--- config.mk ---
export PLATFORM = sky130hd
export DESIGN_NAME = riscv_m_muldiv_unit
export DESIGN_NICKNAME = d
export VERILOG_FILES = /design/src/rtl/riscv_m_muldiv_unit.sv
export SDC_FILE = /design/constraint.sdc
export NUM_CORES = 1
export LEC_CHECK = 0
export CAP_MARGIN = 20
export CORE_ASPECT_RATIO = 1.4
export CORE_UTILIZATION = 45
export CTS_CLUSTER_SIZE = 28
export DETAILED_ROUTE_END_ITERATION = 8
export PLACE_DENSITY_LB_ADDON = 0.12
export SLEW_MARGIN = 25
export SYNTH_ARGS = -nofsm -noshare
export SYNTH_HDL_FRONTEND = slang
export SYNTH_SLANG_ARGS = --single-unit
--- constraint.sdc ---
create_clock -name clock_i -period 8.66 [get_ports clock_i]
set_input_delay 2.598 -clock clock_i [delete_from_list [all_inputs] [get_ports clock_i]]
set_output_delay 2.598 -clock clock_i [all_outputs]
set_load 0.01 [all_outputs]
--- src/rtl/riscv_m_muldiv_unit.sv ---
// -----------------------------------------------------------------------------
// riscv_m_muldiv_unit
//
// Multi-cycle integer multiply/divide unit for the RISC-V M extension
// (MUL, MULH, MULHSU, MULHU, DIV, DIVU, REM, REMU). It sits beside the
// combinational ALU in the execute stage.
//
// Handshake rules (both ports):
//   A transfer happens on a rising clock edge where valid and ready are both
//   high. The request side is ready only in IDLE. The response side raises
//   resp_valid_o in DONE and holds out_o/tag_o stable until resp_ready_i is
//   seen. valid never depends on ready on the same port.
//
// Ports:
//   clock_i       system clock
//   resetn_i      asynchronous active-low reset
//   flush_i       abandons any in-flight operation (wins over a new request)
//   req_valid_i   request valid
//   req_ready_o   unit can accept a request (IDLE only)
//   func3_i       0 MUL, 1 MULH, 2 MULHSU, 3 MULHU, 4 DIV, 5 DIVU, 6 REM, 7 REMU
//   in0_i/in1_i   rs1/rs2 operand values
//   tag_i         destination register tag, passed through to tag_o
//   resp_valid_o  result valid
//   resp_ready_i  consumer accepts result
//   out_o/tag_o   result and its tag
//   busy_o        high in any state other than IDLE
//   dbg_state_o   current FSM state (0 IDLE, 1 BUSY, 2 FIX, 3 DONE)
//
// Optional build macro:
//   RISCV_M_FAST_MUL_EN  multiplies use a single-cycle combinational
//                        multiplier and go straight to DONE; divides keep
//                        the iterative path. When undefined no multiplier
//                        is inferred.
// -----------------------------------------------------------------------------
module riscv_m_muldiv_unit #(
    parameter int XLEN  = 32,
    parameter int TAG_W = 5
) (
    input  logic             clock_i,
    input  logic             resetn_i,
    input  logic             flush_i,
    input  logic             req_valid_i,
    output logic             req_ready_o,
    input  logic [2:0]       func3_i,
    input  logic [XLEN-1:0]  in0_i,
    input  logic [XLEN-1:0]  in1_i,
    input  logic [TAG_W-1:0] tag_i,
    output logic             resp_valid_o,
    input  logic             resp_ready_i,
    output logic [XLEN-1:0]  out_o,
    output logic [TAG_W-1:0] tag_o,
    output logic             busy_o,
    output logic [1:0]       dbg_state_o
);

    typedef enum logic [1:0] {
        S_IDLE = 2'd0,
        S_BUSY = 2'd1,
        S_FIX  = 2'd2,
        S_DONE = 2'd3
    } state_e;

    localparam logic [2:0] F_MULH   = 3'd1;
    localparam logic [2:0] F_MULHSU = 3'd2;
    localparam logic [2:0] F_DIV    = 3'd4;
    localparam logic [2:0] F_REM    = 3'd6;

    localparam int CNT_W = $clog2(XLEN + 1);
    localparam logic [XLEN-1:0] MOST_NEG = {1'b1, {(XLEN-1){1'b0}}};

    // ---------------------------------------------------------------------
    // State
    // ---------------------------------------------------------------------
    state_e              state_q, state_d;
    logic [CNT_W-1:0]    cnt_q, cnt_d;
    logic [2:0]          func3_q, func3_d;
    logic [TAG_W-1:0]    tag_q, tag_d;
    logic                neg_q, neg_d;     // result needs two's-complement negation
    logic [XLEN-1:0]     opa_q, opa_d;     // multiplicand (mul) or divisor (div) magnitude
    logic [2*XLEN-1:0]   work_q, work_d;   // {hi, lo}: product, or {remainder, quotient}
    logic [XLEN-1:0]     out_q, out_d;

    // ---------------------------------------------------------------------
    // Request decode
    // ---------------------------------------------------------------------
    logic            accept;
    logic            a_signed, b_signed;
    logic            s_a, s_b;
    logic [XLEN-1:0] mag_a, mag_b;
    logic            is_div;
    logic            div_by_zero, div_ovf;

    assign is_div   = func3_i[2];
    assign a_signed = (func3_i == F_MULH) || (func3_i == F_MULHSU) ||
                      (func3_i == F_DIV)  || (func3_i == F_REM);
    assign b_signed = (func3_i == F_MULH) || (func3_i == F_DIV) || (func3_i == F_REM);
    assign s_a      = a_signed & in0_i[XLEN-1];
    assign s_b      = b_signed & in1_i[XLEN-1];
    assign mag_a    = s_a ? (~in0_i + 1'b1) : in0_i;
    assign mag_b    = s_b ? (~in1_i + 1'b1) : in1_i;

    assign div_by_zero = is_div && (in1_i == '0);
    // Only the signed ops (DIV, REM) have func3[0] clear.
    assign div_ovf     = is_div && !func3_i[0] && (in0_i == MOST_NEG) && (in1_i == '1);

    // A flush in the same cycle drops the request.
    assign accept = req_valid_i && (state_q == S_IDLE) && !flush_i;

    // ---------------------------------------------------------------------
    // Iteration datapaths
    // ---------------------------------------------------------------------
    // Shift-add multiply: conditionally add the multiplicand into the high
    // half, then shift the whole product right; the multiplier drains out of
    // the low half as product bits fill in from the top.
    logic [XLEN:0]     mul_sum;
    logic [2*XLEN-1:0] mul_next;

    assign mul_sum  = {1'b0, work_q[2*XLEN-1:XLEN]} + (work_q[0] ? {1'b0, opa_q} : '0);
    assign mul_next = {mul_sum, work_q[XLEN-1:1]};

    // Restoring divide: shift the next dividend bit into the partial
    // remainder and subtract the divisor if it fits. The partial remainder is
    // always below the divisor, so after a successful subtract it fits in
    // XLEN bits and the modular difference is exact.
    logic [XLEN:0]     div_shift;
    logic [XLEN-1:0]   div_diff;
    logic              div_ge;
    logic [2*XLEN-1:0] div_next;

    assign div_shift = {work_q[2*XLEN-1:XLEN], work_q[XLEN-1]};
    assign div_ge    = (div_shift >= {1'b0, opa_q});
    assign div_diff  = div_shift[XLEN-1:0] - opa_q;
    assign div_next  = div_ge ? {div_diff, work_q[XLEN-2:0], 1'b1}
                              : {div_shift[XLEN-1:0], work_q[XLEN-2:0], 1'b0};

    // ---------------------------------------------------------------------
    // Sign fix-up. Negating the full double-width value gives the right
    // low half as well, so the quotient reuses neg_work; the remainder lives
    // in the high half and is negated on its own.
    // ---------------------------------------------------------------------
    logic [2*XLEN-1:0] neg_work;
    logic [XLEN-1:0]   rem_fix;

    assign neg_work = neg_q ? (~work_q + 1'b1) : work_q;
    assign rem_fix  = neg_q ? (~work_q[2*XLEN-1:XLEN] + 1'b1) : work_q[2*XLEN-1:XLEN];

`ifdef RISCV_M_FAST_MUL_EN
    // Single-cycle multiply on sign/zero-extended operands; the low 2*XLEN
    // bits of the extended product are the exact signed/unsigned product.
    logic [2*XLEN-1:0] ext_a, ext_b, fast_prod;
    logic [XLEN-1:0]   fast_res;

    assign ext_a     = {{XLEN{a_signed & in0_i[XLEN-1]}}, in0_i};
    assign ext_b     = {{XLEN{b_signed & in1_i[XLEN-1]}}, in1_i};
    assign fast_prod = ext_a * ext_b;
    assign fast_res  = (func3_i[1:0] == 2'b00) ? fast_prod[XLEN-1:0]
                                               : fast_prod[2*XLEN-1:XLEN];
`endif

    // ---------------------------------------------------------------------
    // Next-state / datapath control
    // ---------------------------------------------------------------------
    always_comb begin
        state_d = state_q;
        cnt_d   = cnt_q;
        func3_d = func3_q;
        tag_d   = tag_q;
        neg_d   = neg_q;
        opa_d   = opa_q;
        work_d  = work_q;
        out_d   = out_q;

        case (state_q)
            S_IDLE: begin
                if (accept) begin
                    func3_d = func3_i;
                    tag_d   = tag_i;
                    // Remainder takes the dividend's sign; everything else
                    // takes the XOR of the operand signs.
                    neg_d   = (func3_i[2] && func3_i[1]) ? s_a : (s_a ^ s_b);
                    if (div_by_zero) begin
                        out_d   = func3_i[1] ? in0_i : '1;
                        state_d = S_DONE;
                    end else if (div_ovf) begin
                        out_d   = func3_i[1] ? '0 : MOST_NEG;
                        state_d = S_DONE;
`ifdef RISCV_M_FAST_MUL_EN
                    end else if (!is_div) begin
                        out_d   = fast_res;
                        state_d = S_DONE;
`endif
                    end else begin
                        opa_d   = is_div ? mag_b : mag_a;
                        work_d  = {{XLEN{1'b0}}, (is_div ? mag_a : mag_b)};
                        cnt_d   = CNT_W'(XLEN);
                        state_d = S_BUSY;
                    end
                end
            end

            S_BUSY: begin
                work_d = func3_q[2] ? div_next : mul_next;
                cnt_d  = cnt_q - 1'b1;
                if (cnt_d == '0) begin
                    state_d = S_FIX;
                end
            end

            S_FIX: begin
                if (!func3_q[2]) begin
                    out_d = (func3_q[1:0] == 2'b00) ? neg_work[XLEN-1:0]
                                                    : neg_work[2*XLEN-1:XLEN];
                end else if (!func3_q[1]) begin
                    out_d = neg_work[XLEN-1:0];
                end else begin
                    out_d = rem_fix;
                end
                state_d = S_DONE;
            end

            S_DONE: begin
                if (resp_ready_i) begin
                    state_d = S_IDLE;
                end
            end

            default: begin
                state_d = S_IDLE;
            end
        endcase

        // Flush abandons whatever is in flight, including a pending result.
        if (flush_i) begin
            state_d = S_IDLE;
            cnt_d   = '0;
        end
    end

    always_ff @(posedge clock_i or negedge resetn_i) begin
        if (!resetn_i) begin
            state_q <= S_IDLE;
            cnt_q   <= '0;
            func3_q <= '0;
            tag_q   <= '0;
            neg_q   <= 1'b0;
            opa_q   <= '0;
            work_q  <= '0;
            out_q   <= '0;
        end else begin
            state_q <= state_d;
            cnt_q   <= cnt_d;
            func3_q <= func3_d;
            tag_q   <= tag_d;
            neg_q   <= neg_d;
            opa_q   <= opa_d;
            work_q  <= work_d;
            out_q   <= out_d;
        end
    end

    // ---------------------------------------------------------------------
    // Outputs
    // ---------------------------------------------------------------------
    assign req_ready_o  = (state_q == S_IDLE);
    assign resp_valid_o = (state_q == S_DONE);
    assign busy_o       = (state_q != S_IDLE);
    assign out_o        = out_q;
    assign tag_o        = tag_q;
    assign dbg_state_o  = state_q;

endmodule

# Word-level counts from Yosys, hierarchy flattened
# Cells that the tools add are included.
# totals
regBits	145
inputBits	77
output_inout_bits	42
# op_classes
n_addsub	7
order_cmp	1
n_eq_ne	18
muxes	35
n_bitwise	9
n_reduce_logical	28
# op_table
cell	n
32-bit two-way mux	14
64-bit two-way mux	6
64-bit case mux with 2 select lines	1
32-bit by 1-bit adder with 32-bit output, second input constant	3
32-bit NOT	3
64-bit by 1-bit adder with 64-bit output, second input constant	1
32-bit == test, second input constant	2
64-bit NOT	1
32-bit case mux with 2 select lines	1
32-bit by 32-bit adder with 33-bit output	1
33-bit by 32-bit greater-or-equal comparator with 1-bit output	1
32-bit zero test	1
32-bit subtractor	1
6-bit two-way mux	4
2-bit two-way mux	6
6-bit case mux with 2 select lines	1
4-bit AND reduction	3
3-bit != test, second input constant	3
2-bit case mux with 4 select lines	1
1-bit logical AND	7
3-bit == test, second input constant	2
6-bit zero test	1
3-bit by 2-bit != test with 1-bit output, second input constant	2
3-bit AND reduction	2
18 further kinds	30

# Depth between registers and ports, before layout
# depth
depth_word	11
depth_mapped	15
mapped_depth_nobuf	13

# Least setup slack after synthesis
# Ideal clock, no wire load.
# synth_timing
kind	input port to flip-flop
from	input in0_i[5]
to	register work_q[53]
setup_time_ps	133
arrival_ps	4848
setup_slack_ps	3679
stages	12
cell_sequence	or4_1 buf_2 nor4_4 nand4_1 a2bb2oi_1 a21o_1 buf_6 and2_1 buf_6 and3_1 mux2i_1 o211ai_1
# synth_between
elab_chain_cells	5
# synth_lines
item	line_no	source
start, declared	45	input logic [XLEN-1:0] in0_i,
32-bit == test	104	assign div_ovf = is_div && !func3_i[0] && (in0_i == MOST_NEG) && (in1_i == '1);
1-bit logical AND (2 in series)	104	
2-bit != test (no line)	-	
4-bit AND reduction (no line)	-	
end signal, assigned	256	work_q <= work_d;
end, declared	80	logic [2*XLEN-1:0] work_q, work_d;
# No other way between the ends.
# A chain may end at the register's enable or synchronous reset.

# Final worst setup path
# layout_timing
from	input in0_i[25]
to	register out_q[18] (netlist: out_o[18])
# layout_between
elab_chain_cells	5
# layout_lines
item	line_no	source
32-bit == test	104	
1-bit logical AND (2 in series)	104	
3-bit by 1-bit != test with 1-bit output (no line)	-	
3-bit AND reduction (no line)	-	
end signal, assigned	257	out_q <= out_d;
end, declared	81	logic [XLEN-1:0] out_q, out_d;
# No other way between the ends.

==> impl_metrics.csv <==
group,metric,value,unit
yosys,avgSynthCellArea,7.39,um2
clock_network,post-cts-setup-buffers,0,
job,maxCapViolCount,0,
floorplan,die_h,222,um
floorplan,pin_count,119,
floorplan,die-area,0.0354,mm2
pwr,power_frac_seq,20.0,%
worst_hold_path,whs_path_depth,2,
worst_setup_path,r2r_cells,11,
floorplan,core_area,0.0341,mm2
worst_setup_path,r2r-start,"work_q[41]$_DFFE_PN0P_",
sta,skew,0.0144,ns
cells_and_area,syn_to_final_growth,12.6,%
pwr,p_comb_share,70.1,%
routing,drtIter0Drc,1697,
yosys,synth_ff_type,"dfrtp_1",
sta,hold_violations,0,
pwr,intPower,3.37,mW
yosys,synth_edf_count,0,
routing,drc_errors,0,
sta,setup_viol,0,
yosys,async_flop_share,100,%
placement,gp_congestion,0.970,
cells_and_area,post-route-util,51.4,%
pwr,peakVddDrop,0.246,mV
floorplan,num_rows,80,
routing,first_pass_iters,5,
yosys,synth.yosys.seq_area_share,23.3,%
clock_network,clock-sinks,145,
global_route,grt_pass1_wl,99300,um
global_route,grt_pass1_vias,15876,
worst_hold_path,hold_path_class,"register to register",
sta,holdWs,0.481,ns
pwr,power.net_switching,4.41,mW
cells_and_area,drive_gt1_share,6.13,%
status,status,"finished clean",
placement,numPortBuffers,118,
sta,period_share,75.9,%
routing,wire_per_inst,25.8,um
worst_setup_path,cp_max_fo,45,
floorplan,die_w,159,um
floorplan,initial_core_util,45.7,%
worst_hold_path,worst_hold_startpoint,"opa_q[21]$_DFFE_PN0P_",
clock_network,clkTransAtPathRegs,0.08,ns
routing,antenna_left,0,
clock_network,cts_resized,0,
worst_setup_path,arrival,6.99,ns
worst_setup_path,worstSetupPathType,"primary input to register",
sta,finalSetupTns,0,ns
global_route,grt_max_degree,114,
worst_setup_path,cp-start-kind,"primary input",
pwr,clockPowerShare,9.9,%
clock_network,cts_made_buffers,17,
pwr,powerDensity,443,mW/mm2
routing,via_per_inst,6.42,
global_route,overflow,0,
sta,slew_violations,0,
pwr,leakagePower,7.20,nW
cells_and_area,fin_nets,2279,
global_route,grtUsageTotal,37.6,%
worst_hold_path,hold_path_end,"opa_q[21]$_DFFE_PN0P_",
yosys,yosys_warnings,0,
worst_setup_path,rr_endpoint,"work_q[49]$_DFFE_PN0P_",
yosys,ys_ff_latch,145,
yosys,syn-num-nets,2263,
pwr,fin_total_pwr,7.78,mW
yosys,ys_types,78,
sta,worst_slew_pin_slew,1.04,ns
sta,clock.fmax,0.152,GHz
yosys,syn_area,0.0156,mm2
yosys,syn_inst,2109,
global_route,antenna_found_initial,2,
placement,dp_hpwl,51900,um
worst_setup_path,end_kind,"register",
clock_network,clkLatencyLatePin,0.47,ns
pwr,swShare,56.6,%
routing,vias,16621,
clock_network,clockBufferDepth,2,
sta,fin_crit,6.57,ns
clock_network,root_buffer,"clkbuf_16",
clock_network,cts-htree-levels,4,
routing,totalWireLength,66800,um
clock_network,cts_tree,"done",
worst_setup_path,rrSetupSlack,4.31,ns
sta,relSlewSlack,30.8,%
worst_setup_path,cp_data_required_time,9.08,ns
sta,rsz0062_at_grt,"no",
clock_network,hold_buffers,0,
## worst max path at each step
stage	start	to	slack [ns]	cells after the start
6_report	in0_i[25]	out_o[18]$_DFFE_PN0P_	2.09	11
3_5_place_dp	in0_i[25]	out_o[18]$_DFFE_PN0P_	1.71	11
5_1_grt	in0_i[25]	out_o[18]$_DFFE_PN0P_	1.90	11
4_1_cts	in0_i[25]	out_o[18]$_DFFE_PN0P_	2.20	11
3_3_place_gp	in0_i[16]	out_o[18]$_DFFE_PN0P_	1.79	11
2_1_floorplan	in0_i[5]	work_q[53]$_DFFE_PN0P_	3.68	12
## flip-flops by register name, summed over array words and instances, names as in the netlist
name,count
dbg_state_o,2
tag_o,5
out_o,32
func3_q,3
opa_q,32
work_q,64
neg_q,1
cnt_q,6
## layer usage
metal	track usage [%]	share of wire, %	wire [um]	vias up
met5	0	0.018	12	-
met4	31.9	9.5	6350	2
met3	6.12	6.2	4170	252
met2	64.1	48	32000	786
met1	40.9	36	24200	7919
li1	-	-	-	7662
## through the flow
stage               instance area (um2)  setup slack, ns  std cells
CTS                               17500             2.20       2588
global route                      17600             1.90       2589
global placement                  16900             1.79       2556
finish                            17600             2.09       2590
floorplan                         15600             3.68       2109
detailed placement                16900             1.71       2556
## cell type report
class | count | area [um2]
Tap cell | 451 | 564
Clock buffer | 18 | 439
Sequential cell | 145 | 3630
Fill cell | 3398 | 16600
Inverter | 81 | 304
Clock inverter | 14 | 139
Timing Repair Buffer | 138 | 1350
Multi-Input combinational cell | 1742 | 11100
Antenna cell | 1 | 2.50
## cell usage after synthesis (32+ instances only)
cell | count | area (um2)
nand2_1 | 222 | 833
nor2_1 | 220 | 826
o21ai_0 | 194 | 971
a21oi_1 | 190 | 951
dfrtp_1 | 145 | 3630
clkbuf_1 | 122 | 458
xnor2_1 | 111 | 972
xor2_1 | 84 | 736
inv_1 | 81 | 304
ha_1 | 75 | 938
nor3_1 | 43 | 215
a211oi_1 | 42 | 315
nand3_1 | 42 | 210
mux2i_1 | 33 | 330
o31ai_1 | 33 | 248
mux2_2 | 32 | 360
## kinds of logic after synthesis
logic type / after synthesis / share of synthesized area (%)
flip-flops: 145 / 23.3
AND/OR/NAND/NOR: 710 / 21.4
AO/OA/AOI/OAI: 694 / 27.9
adder cells (fa/ha/maj): 77 / 6.28
XOR/XNOR: 195 / 11.0
multiplexers: 66 / 4.58
buffers and inverters: 222 / 5.54
## cells in the final DEF, fill, tap and decap left out, drive strengths merged, types with 15 or more instances in the layout
master and n:
nand2b 23, o221ai 20, or3 23, nor2b 19, a21oi 191, o211ai 16
nand4 27, nor3 46, xor2 84, nand3 42, buf 22, inv 88
clkbuf 18, or4 22, a211oi 42, o21ai 210, a221oi 15, a31oi 22
dfrtp 145, o31ai 35, a22oi 19, ha 75, nor4 19, xnor2 111
nand2 225, clkdlybuf4s50 116, mux2 32, o41ai 16, nor2 221, a21o 25
mux2i 33
## worst max-delay path, stage by stage
cell and delay [ns]:
clkdlybuf4s50_1 0.51, or4_1 0.63, nor4_1 0.68, nand4_1 0.21, o21ai_0 0.48, a22oi_2 0.09
buf_4 0.31, nor2_2 0.79, o221ai_1 0.26, a221oi_1 0.26, a211o_1 0.13
## power by group through the flow
stage                     registers, mW  logic [mW]  clock network, mW
after floorplan                    1.24        3.83                  0
after global placement             1.53        5.25                  0
after CTS                          1.53        5.31              0.773
final                              1.56        5.45              0.771
after global routing               1.58        5.88              0.798
after detailed placement           1.54        5.27                  0
Power figures use the tool's default switching activity.
